`config.mk`:
```
export PLATFORM = sky130hd
export DESIGN_NAME = traffic_light_monitor
export DESIGN_NICKNAME = d
export VERILOG_FILES = /design/src/rtl/traffic_light_monitor.sv
export SDC_FILE = /design/constraint.sdc
export NUM_CORES = 1
export LEC_CHECK = 0
export CELL_PAD_IN_SITES_DETAIL_PLACEMENT = 1
export CELL_PAD_IN_SITES_GLOBAL_PLACEMENT = 2
export CORE_MARGIN = 1
export CORE_UTILIZATION = 30
export DETAILED_ROUTE_END_ITERATION = 8
export PLACE_DENSITY_LB_ADDON = 0.1
export SYNTH_ARGS = -nofsm -noshare
export SYNTH_HDL_FRONTEND = slang
export SYNTH_SLANG_ARGS = --single-unit
```
`constraint.sdc`:
```
create_clock -name clk -period 2.67 [get_ports clk]
set_input_delay 0.534 -clock clk [delete_from_list [all_inputs] [get_ports clk]]
set_output_delay 0.534 -clock clk [all_outputs]
set_load 0.02 [all_outputs]
```
`src/rtl/traffic_light_monitor.sv`:
```
// Receive-side checker for the one-hot traffic light bus: locks onto RED->GREEN->YELLOW->RED,
// measures dwell and flags protocol errors. Optional first-error capture via TLM_ERR_CAPTURE_EN.
module traffic_light_monitor #(
    parameter int CNT_W      = 8,
    parameter int RED_MIN    = 4,
    parameter int GREEN_MIN  = 4,
    parameter int YELLOW_MIN = 2,
    parameter int MAX_DWELL  = 64
) (
    input  logic             clk,
    input  logic             reset_n,
    input  logic [2:0]       light,
    input  logic             err_clr,
    output logic             locked,
    output logic [1:0]       cur_light,
    output logic [CNT_W-1:0] dwell,
    output logic [CNT_W-1:0] cycles,
`ifdef TLM_ERR_CAPTURE_EN
    output logic [2:0]       first_err_light,
    output logic [CNT_W-1:0] first_err_dwell,
`endif
    output logic             err_illegal,
    output logic             err_order,
    output logic             err_short,
    output logic             err_stall
);

    // State encoding doubles as the cur_light code so that output is a plain register.
    typedef enum logic [1:0] {
        ST_UNSYNC = 2'b00,
        ST_RED    = 2'b01,
        ST_GREEN  = 2'b10,
        ST_YELLOW = 2'b11
    } state_t;

    localparam logic [2:0]       CODE_RED    = 3'b100;
    localparam logic [2:0]       CODE_GREEN  = 3'b001;
    localparam logic [2:0]       CODE_YELLOW = 3'b010;
    localparam logic [CNT_W-1:0] ONE         = CNT_W'(1);
    localparam logic [CNT_W-1:0] SAT         = '1;

    state_t           state, state_nxt;
    state_t           sample_state;
    state_t           legal_next;
    logic             sample_valid;
    logic [CNT_W-1:0] min_dwell;
    logic [CNT_W-1:0] dwell_nxt;
    logic [CNT_W-1:0] cycles_nxt;
    logic             set_illegal, set_order, set_short, set_stall;

    always_comb begin
        sample_state = ST_UNSYNC;
        sample_valid = 1'b1;
        case (light)
            CODE_RED:    sample_state = ST_RED;
            CODE_GREEN:  sample_state = ST_GREEN;
            CODE_YELLOW: sample_state = ST_YELLOW;
            default:     sample_valid = 1'b0;
        endcase
    end

    always_comb begin
        legal_next = ST_UNSYNC;
        min_dwell  = '0;
        case (state)
            ST_RED: begin
                legal_next = ST_GREEN;
                min_dwell  = CNT_W'(RED_MIN);
            end
            ST_GREEN: begin
                legal_next = ST_YELLOW;
                min_dwell  = CNT_W'(GREEN_MIN);
            end
            ST_YELLOW: begin
                legal_next = ST_RED;
                min_dwell  = CNT_W'(YELLOW_MIN);
            end
            default: begin
                legal_next = ST_UNSYNC;
                min_dwell  = '0;
            end
        endcase
    end

    // Next-state and event decode; the first sample after UNSYNC is never dwell- or order-checked.
    always_comb begin
        state_nxt   = state;
        dwell_nxt   = dwell;
        cycles_nxt  = cycles;
        set_illegal = 1'b0;
        set_order   = 1'b0;
        set_short   = 1'b0;
        set_stall   = 1'b0;
        if (!sample_valid) begin
            set_illegal = 1'b1;
            state_nxt   = ST_UNSYNC;
            dwell_nxt   = '0;
        end else if (state == ST_UNSYNC) begin
            state_nxt = sample_state;
            dwell_nxt = ONE;
        end else if (sample_state == state) begin
            if (dwell != SAT) begin
                dwell_nxt = dwell + ONE;
            end
            if (dwell == CNT_W'(MAX_DWELL)) begin
                set_stall = 1'b1;
            end
        end else if (sample_state == legal_next) begin
            set_short = (dwell < min_dwell);
            state_nxt = sample_state;
            dwell_nxt = ONE;
            if (state == ST_YELLOW) begin
                cycles_nxt = cycles + ONE;
            end
        end else begin
            set_order = 1'b1;
            state_nxt = sample_state;
            dwell_nxt = ONE;
        end
    end

    always_ff @(posedge clk) begin
        if (!reset_n) begin
            state  <= ST_UNSYNC;
            dwell  <= '0;
            cycles <= '0;
        end else begin
            state  <= state_nxt;
            dwell  <= dwell_nxt;
            cycles <= cycles_nxt;
        end
    end

    // Sticky flags: a new event on the same edge as err_clr keeps the flag set.
    always_ff @(posedge clk) begin
        if (!reset_n) begin
            err_illegal <= 1'b0;
            err_order   <= 1'b0;
            err_short   <= 1'b0;
            err_stall   <= 1'b0;
        end else begin
            err_illegal <= set_illegal | (err_illegal & ~err_clr);
            err_order   <= set_order   | (err_order   & ~err_clr);
            err_short   <= set_short   | (err_short   & ~err_clr);
            err_stall   <= set_stall   | (err_stall   & ~err_clr);
        end
    end

    assign cur_light = state;
    assign locked    = (state != ST_UNSYNC);

`ifdef TLM_ERR_CAPTURE_EN
    logic new_err;
    logic captured;

    assign new_err  = set_illegal | set_order | set_short | set_stall;
    // Any sticky flag set means an error has already been captured since the last clear.
    assign captured = err_illegal | err_order | err_short | err_stall;

    always_ff @(posedge clk) begin
        if (!reset_n) begin
            first_err_light <= '0;
            first_err_dwell <= '0;
        end else if (new_err && (!captured || err_clr)) begin
            first_err_light <= light;
            first_err_dwell <= dwell;
        end else if (err_clr) begin
            first_err_light <= '0;
            first_err_dwell <= '0;
        end
    end
`endif

endmodule
```
# Word-level counts from Yosys, hierarchy flattened
# Cells that the tools add are included.
# Widths: inputs -> output; s select.
classes:
  div: 0
  n_reduce_logical: 7
  n_shift: 0
  magnitude_cmp: 1
  multipliers: 0
  n_addsub: 2
  n_bitwise: 13
  n_mux: 22
  n_eq_ne: 12
op_table:
  columns: ["cell", "count"]
  rows:
  - ["$mux 1", 17]
  - ["$add 8x1->8 const B", 2]
  - ["$pmux 2 s3", 2]
  - ["$eq 8x7->1 const B", 1]
  - ["$lt 8x3->1", 1]
  - ["$ne 8x8->1 const B", 1]
  - ["$pmux 3 s2", 1]
  - ["$not 1->1", 5]
  - ["$reduce_and 5->1", 1]
  - ["$and 1x1->1", 4]
  - ["$eq 2x2->1", 2]
  - ["$eq 2x2->1 const B", 2]
  - ["$mux 2", 2]
  - ["$or 1x1->1", 4]
  - ["$reduce_or 4->1", 1]
  - ["$eq 3x1->1 const B", 1]
  - ["$eq 3x2->1 const B", 1]
  - ["$eq 3x3->1 const B", 1]
  - ["$ne 3x2->1 const B", 1]
  - ["$reduce_or 3->1", 1]
  - ["$eq 2x1->1 const B", 1]
  - ["$logic_not 2->1", 1]
  - ["$ne 2x2->1 const B", 1]
  - ["$reduce_and 2->1", 1]
  - ["other kinds (2)", 2]
word_totals:
  latchBits: 0
  regBits: 22
  output_inout_bits: 23
  mem_bits_rw: 0
  input_bits: 6
  elab_cells: 65
  mem_count: 0
  romBits: 0

# Longest topological paths before layout
logic_depth:
  depth_word: 9
  depth_mapped: 9
  mapped_depth_nobuf: 8

# Least setup slack after synthesis
# No wires, ideal clock.
synth_path:
  path_type: "reg-to-reg"
  start: "register state[0] (netlist: cur_light[0])"
  end: "register cycles[5]"
  path_buffers: 1
  required_ns: 2.535
  path_slack_ns: 0.181
  setup_time_ns: 0.135
  arrival_ns: 2.354
  stages_incl_launch_ff: 9
  period_less_slack_ns: 2.489
  cell_sequence: "dfxtp_1 > inv_1 > ha_1 > or4_1 > a211oi_2 > a211oi_1 > buf_4 > o311ai_0 > o41ai_1"
synth_between:
  elab_chain_cells: 4
  word_cells_on_any_way: 10
  classes_between: "eq/ne: 5; mux: 1; bitwise: 2; reduce/logical: 2"
synth_rtl:
  columns: ["item", "line_no", "source"]
  rows:
  - ["start, declared", "42", "state_t state, state_nxt;"]
  - ["start signal, assigned", "128", "state <= state_nxt;"]
  - ["$eq 2x2->1, or another cell as far along", "65, 112", null]
  - ["$pmux 2 s3", "65", "case (state)"]
  - ["$eq 2x2->1", "108", "end else if (sample_state == legal_next) begin"]
  - ["$reduce_and 5->1 (no source line) *", null, null]
  - ["end signal, assigned", "130", "cycles <= cycles_nxt;"]
  - ["end, declared", "17", "output logic [CNT_W-1:0] cycles,"]
# Every way passes the cells marked *; elsewhere a longest branch is shown, timed or not.
# A chain may end at the register's enable or synchronous reset.

# Worst setup path in the final report
layout_path:
  start: "register state[0] (netlist: cur_light[0])"
  end: "register cycles[4]"
# The elaborated chain is that of the path after synthesis.

==> results.sh <==
export IMPL_status="finished, final reports clean"
export IMPL_dpl_cell_area_um2=1760
export IMPL_fp_dieH_um=69.6
export IMPL_routed_wl_um=3650
export IMPL_cp_cell_sequence="inv_1, ha_1, or4_1, a211oi_2, a211oi_1, buf_4, or4_1, a21oi_1"
export IMPL_cp_slowest_cell="or4_1"
export IMPL_drt_iter0_markers=36
export IMPL_slowest_delay_ps=530
export IMPL_nNetsFinal=210
export IMPL_io_pins=29
export IMPL_core_area_um2=4380
export IMPL_hold_depth=2
export IMPL_yosysTopAreaCell="dfxtp_1"
export IMPL_finalPower_mw=0.787
export IMPL_hold_buffers=0
export IMPL_grtUsageTotal_pct=16.0
export IMPL_synth_fp_nets=171
export IMPL_ys_flop_type="dfxtp_1"
export IMPL_yosysSeqAreaShare_pct=32.1
export IMPL_hold_violations=0
export IMPL_place_hpwl_um=2850
export IMPL_clk_pin_slew_ps=80
export IMPL_fmax_mhz=411
export IMPL_cp_arrival_ps=2630
export IMPL_syn_instance_count=158
export IMPL_synthTopCellsByArea="dfxtp_1, ha_1, nor2_1"
export IMPL_timing_rr_end="cycles[4]"
export IMPL_ys_ff_latch=22
export IMPL_core_rowCount=24
export IMPL_postRouteAntennaNets=0
export IMPL_numCtsBuffers=3
export IMPL_critical_path_required_ps=2870
export IMPL_hp_start="err_order"
export IMPL_antenna_found_initial=0
export IMPL_drtPass1Iterations=4
export IMPL_area_growth_pct=33.1
export IMPL_via_count=1270
export IMPL_vias_per_cell=5.12
export IMPL_ys_types=48
export IMPL_rsz0062_at_grt="false"
export IMPL_nFillCells=509
export IMPL_max_slew_margin_rel_pct=66.2
export IMPL_cp_end_kind="flop"
export IMPL_drc=0
export IMPL_cts_resized_gates=0
export IMPL_hold_class="reg2reg"
export IMPL_grt_pass1_vias=1330
export IMPL_synth_enable_flop_cells=0
export IMPL_yosysTopAreaCellShare_pct=32.1
export IMPL_p_per_area_nw_per_um2=431
export IMPL_dpl_worst_slack_ps=-2.29
export IMPL_cp_start_kind="flop"
export IMPL_grt_max_degree=14
export IMPL_grt_overflow=0
export IMPL_skew_ps=8.70
export IMPL_synthTopCellsByCount="dfxtp_1, nor2_1, nand2_1"
export IMPL_drv_slew=0
export IMPL_vdd_drop_max_mv=0.273
export IMPL_path_buf_inv=2
export IMPL_syn_area_per_cell_um2=8.69
export IMPL_root_buffer="clkbuf_8"
export IMPL_async_reset_ff_share_pct=0
export IMPL_cp_max_fo=12
export IMPL_die_w_um=69.6
export IMPL_drive_gt1_share_pct=13.8
export IMPL_min_period_ps=2430
export IMPL_clock_latency_ps=270
export IMPL_cpMostUsedCell="or4_1"
export IMPL_final_setup_viol_count=0
export IMPL_h_tree_depth=1
export IMPL_design_area_um2=1830
export IMPL_whs_endpoint="err_order"
export IMPL_ctsLongestPathBuffers=2
export IMPL_clkSinkCount=22
export IMPL_syn_area_um2=1370
export IMPL_initial_core_util_pct=31.3
export IMPL_gp_congestion=0.762
export IMPL_die_area_um2=4850
export IMPL_critPathKind="reg2reg"
export IMPL_post_cts_buffers=0
export IMPL_fin_crit_sh_pct=91.1
export IMPL_drt_wirelength_per_cell_um=14.7
export IMPL_p_leak_nw=0.624
export IMPL_final_setup_worst_slack_ps=237
export IMPL_reg2reg_slack_ps=240
export IMPL_diodes=0
export IMPL_r2r_start="cur_light[0]"
export IMPL_yosys_warnings=0
export IMPL_r2r_cells=8
export IMPL_port_buffers=28
export IMPL_grt_pass1_wl_um=6420
export IMPL_synth_most_common_cell="dfxtp_1"
export IMPL_cts_tree="built"
export IMPL_critPathTopFamily="simple AND/OR/NAND/NOR gates"
export IMPL_cap_violations=0
export IMPL_tightest_slew_ps=503
==> final cells by class <==
cell class,instances,area (um2),area share (%)
clock inverters,1,30.0,1.64
flip-flops and latches,22,440,24.1
inverters,9,33.8,1.85
repair buffers,40,370,20.3
well taps,52,65.1,3.56
clock buffers,3,41.3,2.26
multi-input cells,121,846,46.3
==> layer usage <==
layer / global-route usage, % / share of wire (%)
met5: 0 / 0
met4: 2.67 / 0.68
met3: 2.33 / 2.0
met2: 28.0 / 48
met1: 20.9 / 49
==> stage by stage <==
| step | setup TNS (ps) | instances | utilization (%) | hold slack (ps) |
|---|---|---|---|---|
| 6_report | 0 | 248 | 41.7 | 481 |
| 5_1_grt | 0 | 248 | 41.7 | 515 |
| 4_1_cts | 0 | 248 | 41.7 | 482 |
| 3_5_place_dp | -2.29 | 244 | 40.0 | 466 |
| 3_3_place_gp | 0 | 244 | 40.0 | 456 |
| 2_1_floorplan | 0 | 158 | - | 540 |
==> how the worst max path moves through the flow <==
stage	depth (start not counted)	startpoint	to	slack, ps
after floorplan	8	cur_light[0]	cycles[5]	180
after global placement	7	light[1]	cycles[6]	50
after detailed placement	7	light[1]	cycles[4]	-2
after CTS	8	cur_light[0]	cycles[4]	210
after global routing	8	cur_light[0]	cycles[4]	80
final	8	cur_light[0]	cycles[4]	240
==> cell families after synthesis <==
group	after synthesis	share of synthesized area, %
fa+ha+maj	8	7.20
mux	7	5.20
xor+xnor	5	3.19
compound gates	27	16.5
simple gates	74	29.5
buf+inv	15	6.29
flops	22	32.1
==> cells in the final DEF (no fill, tap or decap), types with 3 or more instances in the layout <==
| cell | n |
|---|---|
| clkdlybuf4s50_1 | 28 |
| dfxtp_1 | 22 |
| nor2_1 | 17 |
| nand2_1 | 13 |
| buf_4 | 12 |
| inv_1 | 9 |
| nand2b_1 | 8 |
| nor3_1 | 7 |
| ha_1 | 7 |
| nand3_1 | 6 |
| mux2i_1 | 6 |
| xnor2_1 | 5 |
| a21oi_1 | 4 |
| or4_1 | 4 |
| o21ai_0 | 4 |
| and3_1 | 4 |
| clkbuf_8 | 3 |
==> sequential cells by signal (all words and copies together), names as in the netlist <==
signal       cells
cycles           8
dwell            8
cur_light        2
err_illegal      1
err_order        1
err_short        1
err_stall        1
==> power breakdown <==
part / internal (mW) / leakage, nW / total [mW] / switching [mW]
clock: 0.200 / 0.0357 / 0.322 / 0.122
sequential: 0.333 / 0.178 / 0.336 / 0.00366
combinational: 0.0571 / 0.411 / 0.129 / 0.0715
total: 0.590 / 0.624 / 0.787 / 0.197
==> tightest hold or removal path, stage by stage, from the launching register on <==
cell and delay, ps:
dfxtp_1 320, nand2b_1 60, a21oi_1 60
Power figures use the tool's default switching activity.
